## config.mk

```make
export PLATFORM = sky130hd
export DESIGN_NAME = cache_req_queue
export DESIGN_NICKNAME = d
export VERILOG_FILES = /design/src/rtl/cache_mm_pkg.sv /design/src/rtl/req_fifo.sv /design/src/rtl/cache_req_queue.sv
export SDC_FILE = /design/constraint.sdc
export NUM_CORES = 1
export LEC_CHECK = 0
export ABC_AREA = 1
export CAP_MARGIN = 0
export CORE_AREA = 4 4 111 113
export DETAILED_ROUTE_END_ITERATION = 10
export DIE_AREA = 0 0 115 117
export PLACE_DENSITY = 0.75
export SYNTH_ARGS = -nofsm -noshare
export SYNTH_HDL_FRONTEND = slang
export SYNTH_HIERARCHICAL = 1
export SYNTH_SLANG_ARGS = --single-unit
```

## constraint.sdc

```tcl
create_clock -name clk -period 4 [get_ports clk]
set_clock_uncertainty 0.15 [all_clocks]
set_input_delay 0.8 -clock clk [delete_from_list [all_inputs] [get_ports clk]]
set_output_delay 0.8 -clock clk [all_outputs]
set_load 0.03 [all_outputs]
```

## src/rtl/cache_mm_pkg.sv

```systemverilog
// Shared definitions for the cache/main-memory request front-end.
//   ADDR_W / DATA_W : address and data widths of the controller (32 x 16-bit).
//   req_t           : one queued request {write, addr, data}.
//   state_t         : issue FSM states.
package cache_mm_pkg;

  localparam int ADDR_W = 5;
  localparam int DATA_W = 16;

  typedef struct packed {
    logic              write;
    logic [ADDR_W-1:0] addr;
    logic [DATA_W-1:0] data;
  } req_t;

  typedef enum logic [1:0] {
    IDLE = 2'd0,
    WR   = 2'd1,
    RD   = 2'd2
  } state_t;

endpackage

```

## src/rtl/req_fifo.sv

```systemverilog
// Parameterised synchronous FIFO with first-word-fall-through read.
// Ports:
//   clk, rst       : clock, synchronous active-high reset
//   push_i, wdata_i: write one entry (ignored when full)
//   pop_i          : drop the head entry (ignored when empty)
//   rdata_o        : current head entry, valid whenever !empty_o
//   full_o, empty_o, count_o : occupancy status
module req_fifo #(
  parameter  int WIDTH = 22,
  parameter  int DEPTH = 4,
  localparam int PTR_W = $clog2(DEPTH),
  localparam int CNT_W = PTR_W + 1
) (
  input  logic             clk,
  input  logic             rst,
  input  logic             push_i,
  input  logic             pop_i,
  input  logic [WIDTH-1:0] wdata_i,
  output logic [WIDTH-1:0] rdata_o,
  output logic             full_o,
  output logic             empty_o,
  output logic [CNT_W-1:0] count_o
);

  logic [WIDTH-1:0] mem_q [DEPTH];
  logic [PTR_W-1:0] wr_ptr_q, rd_ptr_q;
  logic [CNT_W-1:0] count_q, count_d;
  logic             push_ok, pop_ok;

  assign full_o  = (count_q == CNT_W'(DEPTH));
  assign empty_o = (count_q == '0);
  assign count_o = count_q;
  assign rdata_o = mem_q[rd_ptr_q];

  assign push_ok = push_i && !full_o;
  assign pop_ok  = pop_i && !empty_o;

  always_comb begin
    count_d = count_q;
    case ({push_ok, pop_ok})
      2'b10:   count_d = count_q + CNT_W'(1);
      2'b01:   count_d = count_q - CNT_W'(1);
      default: count_d = count_q;
    endcase
  end

  // Storage is not reset; only the pointers define what is valid.
  always_ff @(posedge clk) begin
    if (push_ok) begin
      mem_q[wr_ptr_q] <= wdata_i;
    end
  end

  // DEPTH is a power of two, so pointer overflow gives the modulo wrap.
  always_ff @(posedge clk) begin
    if (rst) begin
      wr_ptr_q <= '0;
      rd_ptr_q <= '0;
      count_q  <= '0;
    end else begin
      if (push_ok) wr_ptr_q <= wr_ptr_q + PTR_W'(1);
      if (pop_ok)  rd_ptr_q <= rd_ptr_q + PTR_W'(1);
      count_q <= count_d;
    end
  end

endmodule

```

## src/rtl/cache_req_queue.sv

```systemverilog
// Request front-end for the cache/main-memory controller.
// Buffers valid/ready requests in a FIFO and replays them one at a time onto
// the controller's level-sensitive enables, returning read data as a pulse.
// Ports:
//   clk, rst                         : clock, synchronous active-high reset
//   req_valid/req_ready/req_write/req_addr/req_data : upstream request port
//   enable_write/enable_read/addr_mm/data_in        : controller drive (registered)
//   ctrl_data_out                    : controller read data
//   rsp_valid/rsp_addr/rsp_data      : one-cycle read response
module cache_req_queue
  import cache_mm_pkg::*;
#(
  parameter int ADDR_W = cache_mm_pkg::ADDR_W,
  parameter int DATA_W = cache_mm_pkg::DATA_W,
  parameter int DEPTH  = 4,
  parameter int RD_LAT = 4
) (
  input  logic              clk,
  input  logic              rst,
  input  logic              req_valid,
  output logic              req_ready,
  input  logic              req_write,
  input  logic [ADDR_W-1:0] req_addr,
  input  logic [DATA_W-1:0] req_data,
  output logic              enable_write,
  output logic              enable_read,
  output logic [ADDR_W-1:0] addr_mm,
  output logic [DATA_W-1:0] data_in,
  input  logic [DATA_W-1:0] ctrl_data_out,
  output logic              rsp_valid,
  output logic [ADDR_W-1:0] rsp_addr,
  output logic [DATA_W-1:0] rsp_data
);

  localparam int REQ_W  = 1 + ADDR_W + DATA_W;
  localparam int FCNT_W = $clog2(DEPTH) + 1;
  localparam int WAIT_W = (RD_LAT > 1) ? $clog2(RD_LAT) : 1;

  logic [REQ_W-1:0]  head;
  logic              head_write;
  logic [ADDR_W-1:0] head_addr;
  logic [DATA_W-1:0] head_data;
  logic              fifo_full, fifo_empty, fifo_pop;
  logic [FCNT_W-1:0] fifo_count;
  logic              unused_fifo_full;

  state_t            state_q, state_d;
  logic [WAIT_W-1:0] wait_q, wait_d;
  logic              we_q, we_d, re_q, re_d;
  logic [ADDR_W-1:0] addr_q, addr_d;
  logic [DATA_W-1:0] din_q, din_d;
  logic              rsp_valid_q, rsp_valid_d;
  logic [ADDR_W-1:0] rsp_addr_q, rsp_addr_d;
  logic [DATA_W-1:0] rsp_data_q, rsp_data_d;

  // Ready is not-full only; a pop in the same cycle does not open a slot.
  assign req_ready = (fifo_count != FCNT_W'(DEPTH));
  assign unused_fifo_full = fifo_full;

  req_fifo #(
    .WIDTH (REQ_W),
    .DEPTH (DEPTH)
  ) u_fifo (
    .clk     (clk),
    .rst     (rst),
    .push_i  (req_valid && req_ready),
    .pop_i   (fifo_pop),
    .wdata_i ({req_write, req_addr, req_data}),
    .rdata_o (head),
    .full_o  (fifo_full),
    .empty_o (fifo_empty),
    .count_o (fifo_count)
  );

  assign head_write = head[REQ_W-1];
  assign head_addr  = head[DATA_W +: ADDR_W];
  assign head_data  = head[DATA_W-1:0];

  always_comb begin
    state_d     = state_q;
    wait_d      = wait_q;
    addr_d      = addr_q;
    din_d       = din_q;
    rsp_valid_d = 1'b0;
    rsp_addr_d  = rsp_addr_q;
    rsp_data_d  = rsp_data_q;
    fifo_pop    = 1'b0;
    case (state_q)
      IDLE: begin
        if (!fifo_empty) begin
          fifo_pop = 1'b1;
          addr_d   = head_addr;
          din_d    = head_data;
          wait_d   = WAIT_W'(RD_LAT - 1);
          state_d  = head_write ? WR : RD;
        end
      end
      WR: begin
        state_d = IDLE;
      end
      RD: begin
        // Sample on the last cycle enable_read is held; the pulse follows.
        if (wait_q == '0) begin
          rsp_valid_d = 1'b1;
          rsp_addr_d  = addr_q;
          rsp_data_d  = ctrl_data_out;
          state_d     = IDLE;
        end else begin
          wait_d = wait_q - WAIT_W'(1);
        end
      end
      default: state_d = IDLE;
    endcase
    // Enables are registered copies of the next state, so they are low in
    // IDLE and can never both be high.
    we_d = (state_d == WR);
    re_d = (state_d == RD);
  end

  always_ff @(posedge clk) begin
    if (rst) begin
      state_q     <= IDLE;
      wait_q      <= '0;
      we_q        <= 1'b0;
      re_q        <= 1'b0;
      addr_q      <= '0;
      din_q       <= '0;
      rsp_valid_q <= 1'b0;
      rsp_addr_q  <= '0;
      rsp_data_q  <= '0;
    end else begin
      state_q     <= state_d;
      wait_q      <= wait_d;
      we_q        <= we_d;
      re_q        <= re_d;
      addr_q      <= addr_d;
      din_q       <= din_d;
      rsp_valid_q <= rsp_valid_d;
      rsp_addr_q  <= rsp_addr_d;
      rsp_data_q  <= rsp_data_d;
    end
  end

  assign enable_write = we_q;
  assign enable_read  = re_q;
  assign addr_mm      = addr_q;
  assign data_in      = din_q;
  assign rsp_valid    = rsp_valid_q;
  assign rsp_addr     = rsp_addr_q;
  assign rsp_data     = rsp_data_q;

endmodule
```

**After elaboration in Yosys (flattened, before gate mapping)**

Memory sizes are Yosys's and may differ from the RTL's. A register that Yosys moved wholly into a read port is not among the register bits.
Cells that the tools add are included.

- Bits in registers: 56
- Bits in writable memories: 88
- Output and inout bits: 46
- Logic and storage cells: 58
- Memories kept: 1

Memory list:

| memory | words | width | read ports | clocked after memory_dff | write ports | line | source |
|---|---|---|---|---|---|---|---|
| u_fifo.mem_q | 4 | 22 | 1 | 1 | 1 | req_fifo.sv:25 | `logic [WIDTH-1:0] mem_q [DEPTH];` |

- Add/sub/neg operators: 5
- Equality and inequality tests: 9
- Muxes and demuxes: 15
- Bitwise gates (word level): 2
- Reductions and logical operators: 14

Operators with widths:

| cell | number |
|---|---|
| $mux 2 | 7 |
| $pmux 2 s2 | 2 |
| $eq 2x2->1 const B | 3 |
| $pmux 3 s2 | 1 |
| $mux 1 | 5 |
| $add 2x1->2 const B | 2 |
| $eq 2x1->1 const B | 2 |
| $logic_not 2->1 | 2 |
| $ne 2x2->1 const B | 2 |
| $reduce_and 2->1 | 2 |
| $reduce_bool 2->1 | 2 |
| $add 3x1->3 const B | 1 |
| $eq 3x3->1 const B | 1 |
| $logic_and 1x1->1 | 3 |
| $logic_not 3->1 | 1 |
| $ne 3x3->1 const B | 1 |
| $reduce_and 3->1 | 1 |
| $sub 3x1->3 const B | 1 |
| $logic_not 1->1 | 2 |
| $not 1->1 | 2 |
| $reduce_or 2->1 | 1 |
| $sub 2x1->2 const B | 1 |

**Logic depth before layout (Yosys ltp)**

Gate-level depths: netlist of run 1.

- Word-level depth: 6
- Mapped depth: 18
- Depth with buffers taken out: 17

**Modules after synthesis**

The synthesis of run 1 kept the hierarchy.

By module, submodules not included:

| module | instances | cells each | area an instance (µm²) |
|---|---|---|---|
| req_fifo | 1 | 283 | 3808.7 |
| cache_req_queue | 1 | 221 | 1803.0 |

**Least setup slack after synthesis of run 1**

Ideal clock, no wire load.

- Path type: input -> register
- From: input port req_valid
- To: memory u_fifo.mem_q[0][0], enable pin
- Library setup time: 0.401 ns
- Arrival: 2.283 ns
- Path slack: 1.167 ns
- Stages: 3
- Path through: a21boi_0 nand2_4 nor2_1

- Cells in the longest elaborated chain, start to end: 4

Ends and longest elaborated chain:

| what | line | source |
|---|---|---|
| start, declared | cache_req_queue.sv:20 | `input logic req_valid,` |
| $logic_and 1x1->1 | cache_req_queue.sv:66 | `.push_i (req_valid && req_ready),` |
| $logic_and 1x1->1 | req_fifo.sv:35 | `assign push_ok = push_i && !full_o;` |
| $mux 1 | req_fifo.sv:49 | `if (push_ok) begin` |
| $mux 1 (implied by the code) | req_fifo.sv:50 | `mem_q[wr_ptr_q] <= wdata_i;` |
| end, declared | req_fifo.sv:25 |  |

Every way passes these cells.

**Worst setup path after layout of run 1**

- From: register u_fifo.count_q[2], in the netlist u_fifo/count_o[2]
- To: register u_fifo.count_q[2], in the netlist u_fifo/count_o[2]

- Cells in the longest elaborated chain, start to end: 6

Ends and longest elaborated chain:

| what | line | source |
|---|---|---|
| start, declared | req_fifo.sv:27 | `logic [CNT_W-1:0] count_q, count_d;` |
| start signal, assigned | req_fifo.sv:63 | `count_q <= count_d;` |
| $logic_not 3->1 * | req_fifo.sv:31 | `assign empty_o = (count_q == '0);` |
| named net fifo_empty | cache_req_queue.sv:43 | `logic fifo_full, fifo_empty, fifo_pop;` |
| $mux 1 | cache_req_queue.sv:90 | `if (!fifo_empty) begin` |
| $mux 1 | cache_req_queue.sv:88 | `case (state_q)` |
| $logic_and 1x1->1 * | req_fifo.sv:36 | `assign pop_ok = pop_i && !empty_o;` |
| named net u_fifo.pop_ok | req_fifo.sv:28 | `logic push_ok, pop_ok;` |
| $eq 2x1->1 or $eq 2x2->1 (tied branches) | req_fifo.sv:40 | `case ({push_ok, pop_ok})` |
| $pmux 3 s2 or $reduce_bool 2->1 (tied branches) | - |  |

The timed path passes the listed nets; every way through them passes the cells marked *.
A chain may end at the register's enable or synchronous reset.

==> results of run 1 <==
-- sequential cells by signal, indices dropped and copies added (netlist names), 2 cells and up, named ones only --
register and cells:
rsp_addr 5, u_fifo/wr_ptr_q 2, state_q 2, u_fifo/count_o 3, u_fifo/mem_q 88, u_fifo/rd_ptr_q 2, rsp_data 16, wait_q 2
addr_mm 5, data_in 16
-- metrics by stage --
| stage | hold WS (ns) | cell area [µm²] | worst slack [ns] | power [mW] |
|---|---|---|---|---|
| 3_3_place_gp | 0.319 | 6480 | 1.08 | 3.82 |
| 6_report | 0.339 | 7080 | 1.39 | 5.42 |
| 3_5_place_dp | 0.323 | 6480 | 1.05 | 3.88 |
| 5_1_grt | 0.361 | 7080 | 1.18 | 5.74 |
| 4_1_cts | 0.337 | 7080 | 1.38 | 5.47 |
| 2_1_floorplan | 0.304 | 5610 | 1.17 | 3.41 |
-- power by group --
| group | switching (mW) | total (mW) | internal, mW |
|---|---|---|---|
| Sequential | 0.185 | 2.10 | 1.92 |
| Clock | 0.585 | 1.58 | 0.990 |
| Combinational | 1.14 | 1.74 | 0.603 |
| Total | 1.91 | 5.42 | 3.51 |
-- per-layer routing --
metal | global-route usage | part of all wire | up-vias
li1 | - | - | 1890
met1 | 0.215 | 0.40 | 1845
met2 | 0.320 | 0.52 | 149
met3 | 0.0530 | 0.069 | 9
met4 | 0.0673 | 0.0089 | 0
met5 | 0 | 0 | -
-- area by class of cell --
type / instances / area share
sequential: 146 / 0.537
multi-input combinational: 305 / 0.209
timing repair buffer: 92 / 0.128
clock buffer: 18 / 0.0620
tap: 143 / 0.0253
clock inverter: 14 / 0.0228
inverter: 27 / 0.0161
-- worst max-delay path: stages, from the launching register on --
cell and delay (ns):
dfxtp_1 0.43, inv_1 0.11, nand2_2 0.12, inv_1 0.04, inv_1 0.08, nand2_4 0.20, inv_6 0.26, nand2_2 0.10
inv_2 0.08, ha_1 0.15, inv_1 0.06, fa_1 0.37, inv_1 0.06, nand2_1 0.04, nand3_1 0.08, nand2_1 0.06
nand2_1 0.05, nor2_1 0.04
-- final timing paths --
check | from | to | depth (start not counted)
setup / recovery | u_fifo/count_o[2] | u_fifo/count_o[2] | 17
hold / removal | data_in[2] | data_in[2] | 2
setup reg to reg | u_fifo/count_o[2] | u_fifo/count_o[2] | 17
hold reg to reg | data_in[2] | data_in[2] | 2
==> impl_results.md, run 1 <==
* Final period utilization at 0.653
* Die Ht at roughly 120 µm
* Final std cells w/o fill at 745
* Routed wire length at between 10 and 15 mm
* Maximum Capacitance Violations at 0
* Clock buffer depth at 2
* Storage cell area at 3800 µm²
* PD cells at around 760 nW/µm²
* Postcts setup bufs at 0
* Clk slew on worst S/H paths at 0.06 ns
* Gr ovfl total at 0
* Hold buffer count at CTS at 0
* Layout cell share with drive strength beyond 1 at 0.0963
* Die X-Extent at between 100 and 150 µm
* Measured slew at the worst slew-check pin at between 0.9 and 1 ns
* TritonCTS clock tree: built
* DRC at 0
* Core footprint at ~11000 µm²
* Num rows at 39
* Final Net Count at about 640
* Buffers added on ports at 86
* Synth Net Count at about 550
* Antenna violations before repair at 0
* Fillers at between 800 and 900
* Crit path time final at 2.61 ns
* Post-CTS Resized at 0
* Starting Density at 0.495
* Placer's final routability congestion estimate at between 0.7 and 0.8
* Root buf cell: clkbuf_16
* Pins Over Slew Limit at 0
* Post-DP HPWL at between 7 and 8 mm
* Crit Path Category: flop to flop
* H-tree levels at 4
* DR iter-0 viols at approximately 280
* I/O Pins at a little under 90
* VDD IR max at 381 µV
* Final Util at 0.626
* Multi-input logic area at 1480 µm²
* YS warnings at 6
* Cts bufs inserted at 17
* Internal reg-to-reg setup slack at ~1.4 ns
* Total Routing Usage GR at 0.183
* Worst hold path type: flop to flop
* Static leakage at ~2.6 nW
* Gate Count Post-Synth at ~500
* Post-Route Setup TNS at 0 ns
* Setup-failing EPs final at 0
* DRT antenna net count at 0
* WL/cell at 15.6 µm
* Synthesized area at ~5600 µm²
* Slew headroom at 0.359
* Syn Area/Cell at between 10 and 15 µm²
* Status: complete, no violations
* Vias/cell at ~5.2
* Pin count of the biggest net entering global routing at between 40 and 50
* Layout overhead on the synthesized area at 26.3%
* Req. time, crit path at approximately 4.2 ns
* Critical Path Fanout Max at 27
* Antenna diodes at 0
* Final hold violation count at 0
* Most common cell after layout, fill and taps aside: nor2_1
* Max Freq at 383 MHz
* Vias at 3893
* Vias in the first global route at between 3000 and 4000
* First-pass GRT wire length at about 19 mm
* Die area at between 10000 and 15000 µm²
* Worst-skew pair later-pin latency at 0.41 ns
* Worst setup EP type: flop
* Dpl cells at just over 700
* Most frequent cells in the layout: nor2_1 (136), edfxtp_1 (88), clkdlybuf4s50_1 (86)
* Startpoint types: flop
* 1st-pass router iterations at 4
* RSZ-0062 raised after global routing: false
* Clock Sinks at roughly 150
* Critical Path AT at between 2 and 3 ns
No activity file was read; power rests on OpenSTA's default activity.
==> inputs of run 2 (changes only) <==
- CORE_AREA: 4 4 111 113 -> 4 4 114 116
- DIE_AREA: 0 0 115 117 -> 0 0 118 120
- clock period: 4 -> 2.3 ns (I/O delays scaled with it)
==> run 2 against run 1 <==
Net effect: final area increased by 2.2%; sequential share of layout area fell by 1.1 points; clock power increased by 76%; count of clock-buffer cells in the layout grew 1; global-route usage is 0.64 points lower; flip-flop and latch count is the same; worst setup slack worse by 1.3 ns; worst hold slack lost 0.0088 ns; critical endpoint is now req_ready.
==> impl_results.md, run 2 (synthesis results as in run 1) <==
* Vias in the first global route at 3993 (was 3934)
* First-pass GRT wire length at 19.7 mm (was 18.9 mm)
* Final hold violation count at 0 (unchanged)
* Final period utilization at 0.949
* DR iter-0 viols at 291 (was 279)
* Most frequent cells in the layout: nor2_1 (136), edfxtp_1 (88), clkdlybuf4s50_1 (86) (unchanged)
* Crit path time final at between 2 and 2.5 ns
* Clock Sinks at 146 (unchanged)
* Vias/cell at 5.12 (was 5.23)
* Dpl cells at 728 (was 713)
* Final std cells w/o fill at 760 (was 745)
* Num rows at 40 (was 39)
* VDD IR max at 696 µV (was 381 µV)
* Total Routing Usage GR at 0.177 (was 0.183)
* Antenna diodes at 0 (unchanged)
* TritonCTS clock tree: built (unchanged)
* PD cells at 1330 nW/µm² (was 765 nW/µm²)
* Pin count of the biggest net entering global routing at 45 (unchanged)
* Clock buffer depth at 2 (unchanged)
* Die area at 14200 µm² (was 13500 µm²)
* I/O Pins at 87 (unchanged)
* Worst setup EP type: output pin (was flop)
* Buffers added on ports at 86 (unchanged)
* Pins Over Slew Limit at 0 (unchanged)
* Final Util at 0.608 (was 0.626)
* Antenna violations before repair at 0 (unchanged)
* Max Freq at 458 MHz
* Startpoint types: flop (unchanged)
* Core footprint at 11900 µm² (was 11300 µm²)
* Measured slew at the worst slew-check pin at 0.615 ns (was 0.960 ns)
* Final Net Count at 649 (was 638)
* Cts bufs inserted at 17 (unchanged)
* Critical Path Fanout Max at 4 (was 27)
* Critical Path AT at 1.57 ns (was 2.77 ns)
* Maximum Capacitance Violations at 0 (unchanged)
* Hold buffer count at CTS at 0 (unchanged)
* Root buf cell: clkbuf_16 (unchanged)
* WL/cell at 15.6 µm (about the same)
* Fillers at 935 (was 874)
* Crit Path Category: flop to output pin (was flop to flop)
* Layout cell share with drive strength beyond 1 at 0.114 (was 0.0963)
* Setup-failing EPs final at 0 (unchanged)
* Die Ht at 120 µm (was 117 µm)
* Worst-skew pair later-pin latency at 0.41 ns (about the same)
* Post-DP HPWL at 7.70 mm (was 7.30 mm)
* H-tree levels at 4 (unchanged)
* Starting Density at 0.471 (was 0.495)
* Clk slew on worst S/H paths at 0.06 ns (about the same)
* Routed wire length at 11.9 mm (was 11.6 mm)
* DRC at 0 (unchanged)
* Static leakage at 2.71 nW (was 2.62 nW)
* Slew headroom at 0.589 (was 0.359)
* Post-Route Setup TNS at 0 ns (unchanged)
* 1st-pass router iterations at 5 (was 4)
* Layout overhead on the synthesized area at 29.1% (was 26.3%)
* Vias at 3891 (was 3893)
* Die X-Extent at 118 µm (was 115 µm)
* Status: complete, no violations (unchanged)
* Worst hold path type: flop to flop (unchanged)
* Most common cell after layout, fill and taps aside: nor2_1 (unchanged)
* Most flops, register: u_fifo/mem_q (unchanged)
* RSZ-0062 raised after global routing: false (unchanged)
* DRT antenna net count at 0 (unchanged)
* Max reg flops at 88 (unchanged)
* Gr ovfl total at 0 (unchanged)
* Placer's final routability congestion estimate at 0.751 (was 0.750)
* Req. time, crit path at 1.69 ns (was 4.16 ns)
[run 2: changes by cell type in the layout (fill, tap and decap cells not counted), sizes merged]
cell | previous run | this run
bufinv | 3 | 4
buf | 6 | 17
clkbuf | 18 | 19
inv | 28 | 27
clkinvlp | 6 | 2
clkinv | 4 | 7
[run 2: path summary, 6_finish.rpt]
kind / slack (ns) / to / cells after the start / start
worst max-delay path: 0.12 / req_ready / 3 / u_fifo/count_o[1]
worst min-delay path: 0.33 / data_in[1] / 2 / data_in[1]
worst max register to register: 0.20 / u_fifo/count_o[2] / 17 / u_fifo/count_o[2]
worst min register to register: 0.33 / data_in[1] / 2 / data_in[1]
[run 2: layout make-up]
type / count / area, µm² / share of cell area
well taps: 147 / 184 / 0.0254
flip-flops and latches: 146 / 3810 / 0.526
inverters: 27 / 114 / 0.0157
clock inverters: 13 / 166 / 0.0230
multi-input cells: 305 / 1480 / 0.205
clock buffers: 19 / 433 / 0.0598
repair buffers: 103 / 1050 / 0.145
[run 2: metal layers]
metal  global-route usage  up-vias  part of all wire
met5                    0        -                 0
met4               0.0886        0             0.019
met3               0.0490       18             0.060
met2                0.306      129              0.50
met1                0.201     1825              0.42
li1                     -     1919                 -
[run 2: report_power, final]
part / internal, mW / switching (mW) / total [mW]
combinational: 1.18 / 2.04 / 3.22
sequential: 3.34 / 0.290 / 3.63
clock: 1.79 / 0.990 / 2.78
total: 6.31 / 3.32 / 9.63
[run 2: per-stage QoR]
stage | total power, mW | hold slack (ns) | setup WS (ns) | cell area, µm²
5_1_grt | 10.2 | 0.360 | 0.0320 | 7240
3_3_place_gp | 6.78 | 0.318 | -0.0768 | 6630
3_5_place_dp | 6.90 | 0.322 | -0.134 | 6630
2_1_floorplan | 5.93 | 0.304 | -0.193 | 5610
4_1_cts | 9.71 | 0.335 | 0.0197 | 7230
6_report | 9.63 | 0.330 | 0.117 | 7240
[run 2: critical path, cell delays in order, from the launching register on]
cell             delay (ns)
dfxtp_2                0.37
nor2_1                 0.07
nand2_1                0.06
clkdlybuf4s50_1        0.66
[run 2: timing repair]
action / CTS / global route
endpoints found under the setup margin: 0 / 2
gates resized for setup: 0 / 5
buffers inserted: 0 / 0
==> inputs of run 3 (changes only) <==
- HOLD_SLACK_MARGIN: not set -> 0.08
==> results of run 3 <==
No change in the layout: final DEF, timing and power equal those of run 2.
